$ cat src/rtl/fifo_uart_tx.sv
// fifo_uart_tx
//   Pops bytes one at a time from a standard (non-FWFT) FIFO read port and
//   sends each one as a UART 8N1 frame: a start bit, eight data bits LSB first,
//   and a stop bit. Runs entirely in the FIFO read-clock domain.
//
// Ports
//   clk_in      : clock, shared with the FIFO read side
//   rst         : asynchronous active-high reset
//   enable      : level, 1 = allowed to start new frames
//   fifo_empty  : FIFO empty flag, only looked at while idle
//   fifo_dout   : FIFO read data, valid RD_LATENCY cycles after the pop edge
//   fifo_rd_en  : registered one-cycle read strobe per byte
//   tx          : serial line, idles high
//   busy        : high from the pop cycle through the last stop-bit cycle
//   tx_done     : one-cycle pulse in the last stop-bit cycle
//   byte_count  : completed frames, 16-bit wrapping counter
module fifo_uart_tx #(
  parameter int CLK_FREQ   = 16000000,
  parameter int BAUD       = 115200,
  parameter int RD_LATENCY = 1
) (
  input  logic        clk_in,
  input  logic        rst,
  input  logic        enable,
  input  logic        fifo_empty,
  input  logic [7:0]  fifo_dout,
  output logic        fifo_rd_en,
  output logic        tx,
  output logic        busy,
  output logic        tx_done,
  output logic [15:0] byte_count
);

  localparam int CLKS_PER_BIT = CLK_FREQ / BAUD;
  localparam int BAUD_W       = (CLKS_PER_BIT > 1) ? $clog2(CLKS_PER_BIT) : 1;
  localparam int WAIT_W       = (RD_LATENCY > 1) ? $clog2(RD_LATENCY) : 1;

  localparam logic [BAUD_W-1:0] BAUD_LAST = BAUD_W'(CLKS_PER_BIT - 1);
  localparam logic [BAUD_W-1:0] BAUD_PRE  = BAUD_W'(CLKS_PER_BIT - 2);
  localparam logic [WAIT_W-1:0] WAIT_LAST = WAIT_W'(RD_LATENCY - 1);

  localparam logic [2:0] IDLE  = 3'd0;
  localparam logic [2:0] POP   = 3'd1;
  localparam logic [2:0] WAIT  = 3'd2;
  localparam logic [2:0] START = 3'd3;
  localparam logic [2:0] DATA  = 3'd4;
  localparam logic [2:0] STOP  = 3'd5;

  logic [2:0]        state_reg,      state_next;
  logic [7:0]        shift_reg,      shift_next;
  logic [2:0]        bit_cnt_reg,    bit_cnt_next;
  logic [BAUD_W-1:0] baud_cnt_reg,   baud_cnt_next;
  logic [WAIT_W-1:0] wait_cnt_reg,   wait_cnt_next;
  logic              tx_reg,         tx_next;
  logic              rd_en_reg,      rd_en_next;
  logic              busy_reg,       busy_next;
  logic              tx_done_reg,    tx_done_next;
  logic [15:0]       byte_count_reg, byte_count_next;

  logic baud_last;
  assign baud_last = (baud_cnt_reg == BAUD_LAST);

  // Every output comes straight from a flop; the *_next values below are the
  // values each output takes in the following cycle.
  always_comb begin
    state_next      = state_reg;
    shift_next      = shift_reg;
    bit_cnt_next    = bit_cnt_reg;
    baud_cnt_next   = baud_cnt_reg;
    wait_cnt_next   = wait_cnt_reg;
    tx_next         = tx_reg;
    rd_en_next      = 1'b0;
    busy_next       = busy_reg;
    tx_done_next    = 1'b0;
    byte_count_next = byte_count_reg;

    case (state_reg)
      IDLE: begin
        tx_next   = 1'b1;
        busy_next = 1'b0;
        if (enable && !fifo_empty) begin
          state_next = POP;
          rd_en_next = 1'b1;
          busy_next  = 1'b1;
        end
      end

      POP: begin
        state_next    = WAIT;
        wait_cnt_next = '0;
      end

      // Read data lands RD_LATENCY cycles after the pop edge; grab it on the
      // edge that ends the last wait cycle and drop straight into the start bit.
      WAIT: begin
        if (wait_cnt_reg == WAIT_LAST) begin
          shift_next    = fifo_dout;
          state_next    = START;
          tx_next       = 1'b0;
          baud_cnt_next = '0;
        end else begin
          wait_cnt_next = wait_cnt_reg + 1'b1;
        end
      end

      START: begin
        if (baud_last) begin
          baud_cnt_next = '0;
          bit_cnt_next  = '0;
          state_next    = DATA;
          tx_next       = shift_reg[0];
        end else begin
          baud_cnt_next = baud_cnt_reg + 1'b1;
        end
      end

      // The line always shows shift_reg[0]; on each bit boundary the next bit
      // (shift_reg[1]) is put on the line while the register shifts right.
      DATA: begin
        if (baud_last) begin
          baud_cnt_next = '0;
          if (bit_cnt_reg == 3'd7) begin
            state_next   = STOP;
            tx_next      = 1'b1;
            bit_cnt_next = '0;
          end else begin
            bit_cnt_next = bit_cnt_reg + 3'd1;
            tx_next      = shift_reg[1];
            shift_next   = {1'b0, shift_reg[7:1]};
          end
        end else begin
          baud_cnt_next = baud_cnt_reg + 1'b1;
        end
      end

      // tx_done and the count are set one edge early so they are visible
      // during the final stop-bit cycle itself.
      STOP: begin
        if (baud_last) begin
          baud_cnt_next = '0;
          state_next    = IDLE;
          busy_next     = 1'b0;
        end else begin
          baud_cnt_next = baud_cnt_reg + 1'b1;
          if (baud_cnt_reg == BAUD_PRE) begin
            tx_done_next    = 1'b1;
            byte_count_next = byte_count_reg + 16'd1;
          end
        end
      end

      default: begin
        state_next = IDLE;
        tx_next    = 1'b1;
        busy_next  = 1'b0;
      end
    endcase
  end

  always_ff @(posedge clk_in or posedge rst) begin
    if (rst) begin
      state_reg      <= IDLE;
      shift_reg      <= '0;
      bit_cnt_reg    <= '0;
      baud_cnt_reg   <= '0;
      wait_cnt_reg   <= '0;
      tx_reg         <= 1'b1;
      rd_en_reg      <= 1'b0;
      busy_reg       <= 1'b0;
      tx_done_reg    <= 1'b0;
      byte_count_reg <= '0;
    end else begin
      state_reg      <= state_next;
      shift_reg      <= shift_next;
      bit_cnt_reg    <= bit_cnt_next;
      baud_cnt_reg   <= baud_cnt_next;
      wait_cnt_reg   <= wait_cnt_next;
      tx_reg         <= tx_next;
      rd_en_reg      <= rd_en_next;
      busy_reg       <= busy_next;
      tx_done_reg    <= tx_done_next;
      byte_count_reg <= byte_count_next;
    end
  end

  assign fifo_rd_en = rd_en_reg;
  assign tx         = tx_reg;
  assign busy       = busy_reg;
  assign tx_done    = tx_done_reg;
  assign byte_count = byte_count_reg;

endmodule
$ cat config.mk
export PLATFORM = sky130hd
export DESIGN_NAME = fifo_uart_tx
export DESIGN_NICKNAME = d
export VERILOG_FILES = /design/src/rtl/fifo_uart_tx.sv
export SDC_FILE = /design/constraint.sdc
export NUM_CORES = 1
export LEC_CHECK = 0
export ABC_CLOCK_PERIOD_IN_PS = 3700
export CORE_MARGIN = 2
export CORE_UTILIZATION = 55
export CTS_BUF_LIST = sky130_fd_sc_hd__clkbuf_8 sky130_fd_sc_hd__clkbuf_16
export DETAILED_ROUTE_END_ITERATION = 10
export PLACE_DENSITY = 0.78
export SLEW_MARGIN = 20
export SYNTH_ARGS = -nofsm -noshare
export SYNTH_HDL_FRONTEND = slang
export SYNTH_SLANG_ARGS = --single-unit
$ cat constraint.sdc
create_clock -name clk_in -period 3.7 [get_ports clk_in]
set_input_delay 0.555 -clock clk_in [delete_from_list [all_inputs] [get_ports clk_in]]
set_output_delay 0.555 -clock clk_in [all_outputs]
set_load 0.02 [all_outputs]
# Word-level counts from Yosys, hierarchy flattened
# Cells that the tools add are included.
[word_totals]
register_bits = 43
[op_classes]
n_addsub = 4
eq_ne = 15
n_mux = 31
bitwise = 3
reduce_logical = 17
[ops]
columns = ["cell", "count"]
rows = [
  ["$mux W8", 5],
  ["$pmux W8 S2", 2],
  ["$mux W3", 8],
  ["$pmux W3 S6", 1],
  ["$add A16 B1 Y16 const B", 1],
  ["$eq A8 B8 Y1 const B", 2],
  ["$ne A2 B2 Y1 const B", 7],
  ["$mux W1", 11],
  ["$eq A3 B3 Y1 const B", 3],
  ["$add A8 B1 Y8 const B", 1],
  ["$reduce_and A4 Y1", 2],
  ["$reduce_bool A2 Y1", 4],
  ["$eq A3 B2 Y1 const B", 2],
  ["$pmux W3 S2", 1],
  ["$reduce_and A3 Y1", 2],
  ["$reduce_and A6 Y1", 1],
  ["$pmux W1 S4", 1],
  ["$reduce_and A2 Y1", 2],
  ["$reduce_or A4 Y1", 1],
  ["$add A3 B1 Y3 const B", 1],
  ["$eq A3 B1 Y1 const B", 1],
  ["$logic_not A3 Y1", 1],
  ["$not A1 Y1", 3],
  ["$pmux W1 S3", 1],
  ["other kinds (6)", 6],
]

# Longest topological paths before layout
[logic_depth]
depth_word = 4
ltp_mapped = 8
depth_no_buf = 7

# Worst setup path before layout
# No wires, ideal clock.
[synth_timing]
path_kind = "flip-flop to flip-flop"
startpoint = "reg baud_cnt_reg[0]"
endpoint = "reg byte_count_reg[3] (netlist: byte_count[3])"
t_arrival_ps = 1720
setup_slack_ps = 1847
path_stages_with_launch = 8
path_cell_list = "dfrtp_1 > ha_1 > nor4bb_1 > nand4_4 > inv_2 > buf_6 > nand4_1 > xnor2_1"
[synth_between]
elab_chain_len = 3
word_cells_on_any_way = 4
cone_classes = "2 x eq/ne; 1 x bitwise; 1 x reduce/logical"
[synth_lines]
columns = ["element", "line_no", "source"]
rows = [
  ["start, declared", "52", "logic [BAUD_W-1:0] baud_cnt_reg, baud_cnt_next;"],
  ["start signal, assigned", "176", "baud_cnt_reg <= baud_cnt_next;"],
  ["$eq A8 B8 Y1", "61", "assign baud_last = (baud_cnt_reg == BAUD_LAST);"],
  ["$not A1 Y1 (no source line)", "-", ""],
  ["$reduce_and A3 Y1 (no source line) (*)", "-", ""],
  ["end signal, assigned", "182", "byte_count_reg <= byte_count_next;"],
  ["end, declared", "58", "logic [15:0] byte_count_reg, byte_count_next;"],
]
# Every way passes the cells marked *; elsewhere a longest branch is shown, timed or not.
# A chain may end at the register's enable or synchronous reset.

# Worst setup path after layout
[layout_timing]
startpoint = "reg baud_cnt_reg[0]"
endpoint = "reg baud_cnt_reg[7]"
[layout_between]
elab_chain_len = 3
word_cells_on_any_way = 4
cone_classes = "1 x add/sub; 1 x eq/ne; 2 x mux"
[layout_lines]
columns = ["element", "line_no", "source"]
rows = [
  ["$add A8 B1 Y8 / $eq A8 B8 Y1 (equally long branches)", "-", ""],
  ["$mux W8 (*)", "107, 120, 139", ""],
  ["$pmux W8 S2 (*)", "77", "case (state_reg)"],
]
# Marked as above.

==> results.toml <==
[global_route]
antenna_found_initial = 0
grt_pass1_wl_mm = 7.362
grt_max_degree = 43
track_usage_pct = 21.61
grt_pass1_vias = 1598
overflow = 0

[cells_and_area]
drive_above_1_share_pct = 8.197
largest_reg_flops = 16
diodes = 0
area_growth_pct = 20.52
nFillCells = 291
utilization_pct = 70.40
nets = 261

[synthesis]
synth_cell_type_count = 47
yosysSeqAreaShare_pct = 48.47
syn-cell-area_um2 = 2171
ys_async_sr_fraction_pct = 100.0
synth_ff_type = "dfrtp_1"
yosysWarningCount = 0
ys_seq_elements = 42
synth.net_count = 231
synth-edff-count = 0
postSynthAreaPerCell_um2 = 10.19
synthCells = 213

[route]
via_per_inst = 5.815
ant_nets = 0
vias = 1698
drt-total-wl_mm = 4.322
drc = 0
drtPass1Iterations = 6
wl_per_cell_um = 14.80
drtIter0Drc = 142

[placement]
dp_hpwl_mm = 2.942
place.gp.congestion = 0.8198
io_buffers = 31

[sta]
tns_ns = 0
final.setup_skew_ns = 0.008449
slew_viol_final = 0
finalCriticalPeriod_ns = 2.309
rsz0062_at_grt = "no"
clock.fmax_mhz = 433.1
max_slew_margin_pct = 37.92
hold_slack_ns = 0.4762
hold_viol_final = 0
worst_slew_pin_slew_ns = 0.9312
post-route-period-util_pct = 62.41
setup_viol = 0

[floorplanning]
die_area_um2 = 4466
start_util_pct = 58.42
top_level_ports = 32
core_region_area_um2 = 3716
rows = 22
die_y_um = 66.83
die_w_um = 66.83

[worst_setup_path]
start_kind = "register"
critical_path_class = "reg -> reg"
crit_fanout = 13
worstSetupEndpointType = "register"
worstPathArrival_ns = 2.51
required_ns = 3.90

[worst_hold_path]
hp-class = "reg -> reg"

[power_and_ir_drop]
p_per_area_nw_per_um2 = 323.2
power_leakage_nw = 1.208
power.total_mw = 0.8455
irDropWorstVdd_mv = 0.2736

[clock_network]
cts_hold_buf = 0
cts_root_buf = "clkbuf_8"
post_cts_buffers = 0
cts_max_path_buffers = 2
clkSinkCount = 42
cts.htree.levels = 2
clock_latency_ns = 0.29
numCtsBuffers = 5
postCtsResizedCells = 0
path_clk_slew_ns = 0.08
cts_tree = "done"

[outcome]
status = "finished clean"

[job]
cap_viol_max_count = 0
[area by class of cell]
| type | instances | area (µm²) | area share (%) |
|---|---|---|---|
| clock inverter | 3 | 40.04 | 1.530 |
| clock buffer | 5 | 68.82 | 2.630 |
| sequential | 42 | 1052 | 40.22 |
| inverter | 7 | 26.28 | 1.004 |
| timing repair buffer | 32 | 317.8 | 12.15 |
| tap | 48 | 60.06 | 2.296 |
| multi-input combinational | 155 | 1051 | 40.17 |
[power by group]
group          internal (mW)  switching [mW]
sequential             0.463         0.00254
combinational         0.0146          0.0134
clock                  0.199           0.153
total                  0.676           0.169
[cell usage in the layout, fill, tap and decap left out, types with 8 or more instances in the layout]
cell type / Yosys / layout
a21oi_1: 10 / 10
nand4_1: 8 / 8
o21ai_0: 13 / 13
nor2_1: 10 / 10
mux2i_1: 9 / 9
nand2_1: 22 / 22
dfrtp_1: 41 / 41
clkdlybuf4s50_1: 0 / 31
xnor2_1: 14 / 14
and3_1: 8 / 8
[final timing paths]
kind	from	slack, ns	endpoint	depth (start not counted)
min in group asynchronous	rst	0.69	shift_reg[2]	3
hold reg to reg	byte_count[15]	0.48	byte_count[15]	1
hold / removal	byte_count[15]	0.48	byte_count[15]	1
setup reg to reg	baud_cnt_reg[0]	1.39	baud_cnt_reg[7]	5
setup / recovery	baud_cnt_reg[0]	1.39	baud_cnt_reg[7]	5
max in group asynchronous	rst	2.64	tx	3
[kinds of logic after synthesis]
group	Yosys count	share of synthesized area, %
compound gates	37	10.09
mux	10	4.669
simple gates	84	22.65
xor+xnor	18	7.262
flops	42	48.47
buf+inv	16	3.400
fa+ha+maj	6	3.458
[stage by stage]
step | cell area [µm²] | std cells | setup WS (ns)
2_1_floorplan | 2171 | 213 | 1.847
3_3_place_gp | 2501 | 284 | 1.565
3_5_place_dp | 2501 | 284 | 1.434
4_1_cts | 2610 | 292 | 1.435
5_1_grt | 2616 | 292 | 1.245
6_report | 2616 | 292 | 1.391
[critical path, cell delays in order, from the launching register on]
cell,delay [ns]
dfrtp_1,0.45
ha_1,0.25
and3b_1,0.25
a22oi_1,0.77
o21ai_0,0.24
a31oi_1,0.25
[cells in the mapped netlist, types with 2 or more instances]
cell type | n | area share [%]
a21oi_1 | 10 | 2.3
a31oi_1 | 4 | 1.2
and3_1 | 8 | 2.3
and4_1 | 3 | 1.2
buf_2 | 2 | 0.46
clkbuf_1 | 4 | 0.69
dfrtp_1 | 41 | 47
ha_1 | 6 | 3.5
inv_1 | 6 | 1.0
mux2i_1 | 9 | 4.2
nand2_1 | 22 | 3.8
nand2b_1 | 3 | 0.86
nand3_1 | 7 | 1.6
nand3b_1 | 2 | 0.69
nand4_1 | 8 | 2.3
nor2_1 | 10 | 1.7
nor2b_1 | 2 | 0.58
nor3_1 | 4 | 0.92
nor3b_1 | 3 | 1.0
o21ai_0 | 13 | 3.0
o21ai_1 | 2 | 0.46
o32ai_1 | 2 | 0.81
or2_2 | 2 | 0.58
xnor2_1 | 14 | 5.6
xor2_1 | 4 | 1.6
[layer usage]
metal | GRT usage (%) | part of all wire, % | routed length [µm]
met3 | 4.730 | 4.0 | 173
met5 | 0 | 0 | 0
met1 | 29.75 | 47 | 2017
met4 | 7.653 | 0.79 | 34
met2 | 33.63 | 49 | 2097
(Power assumes the default switching activity.)
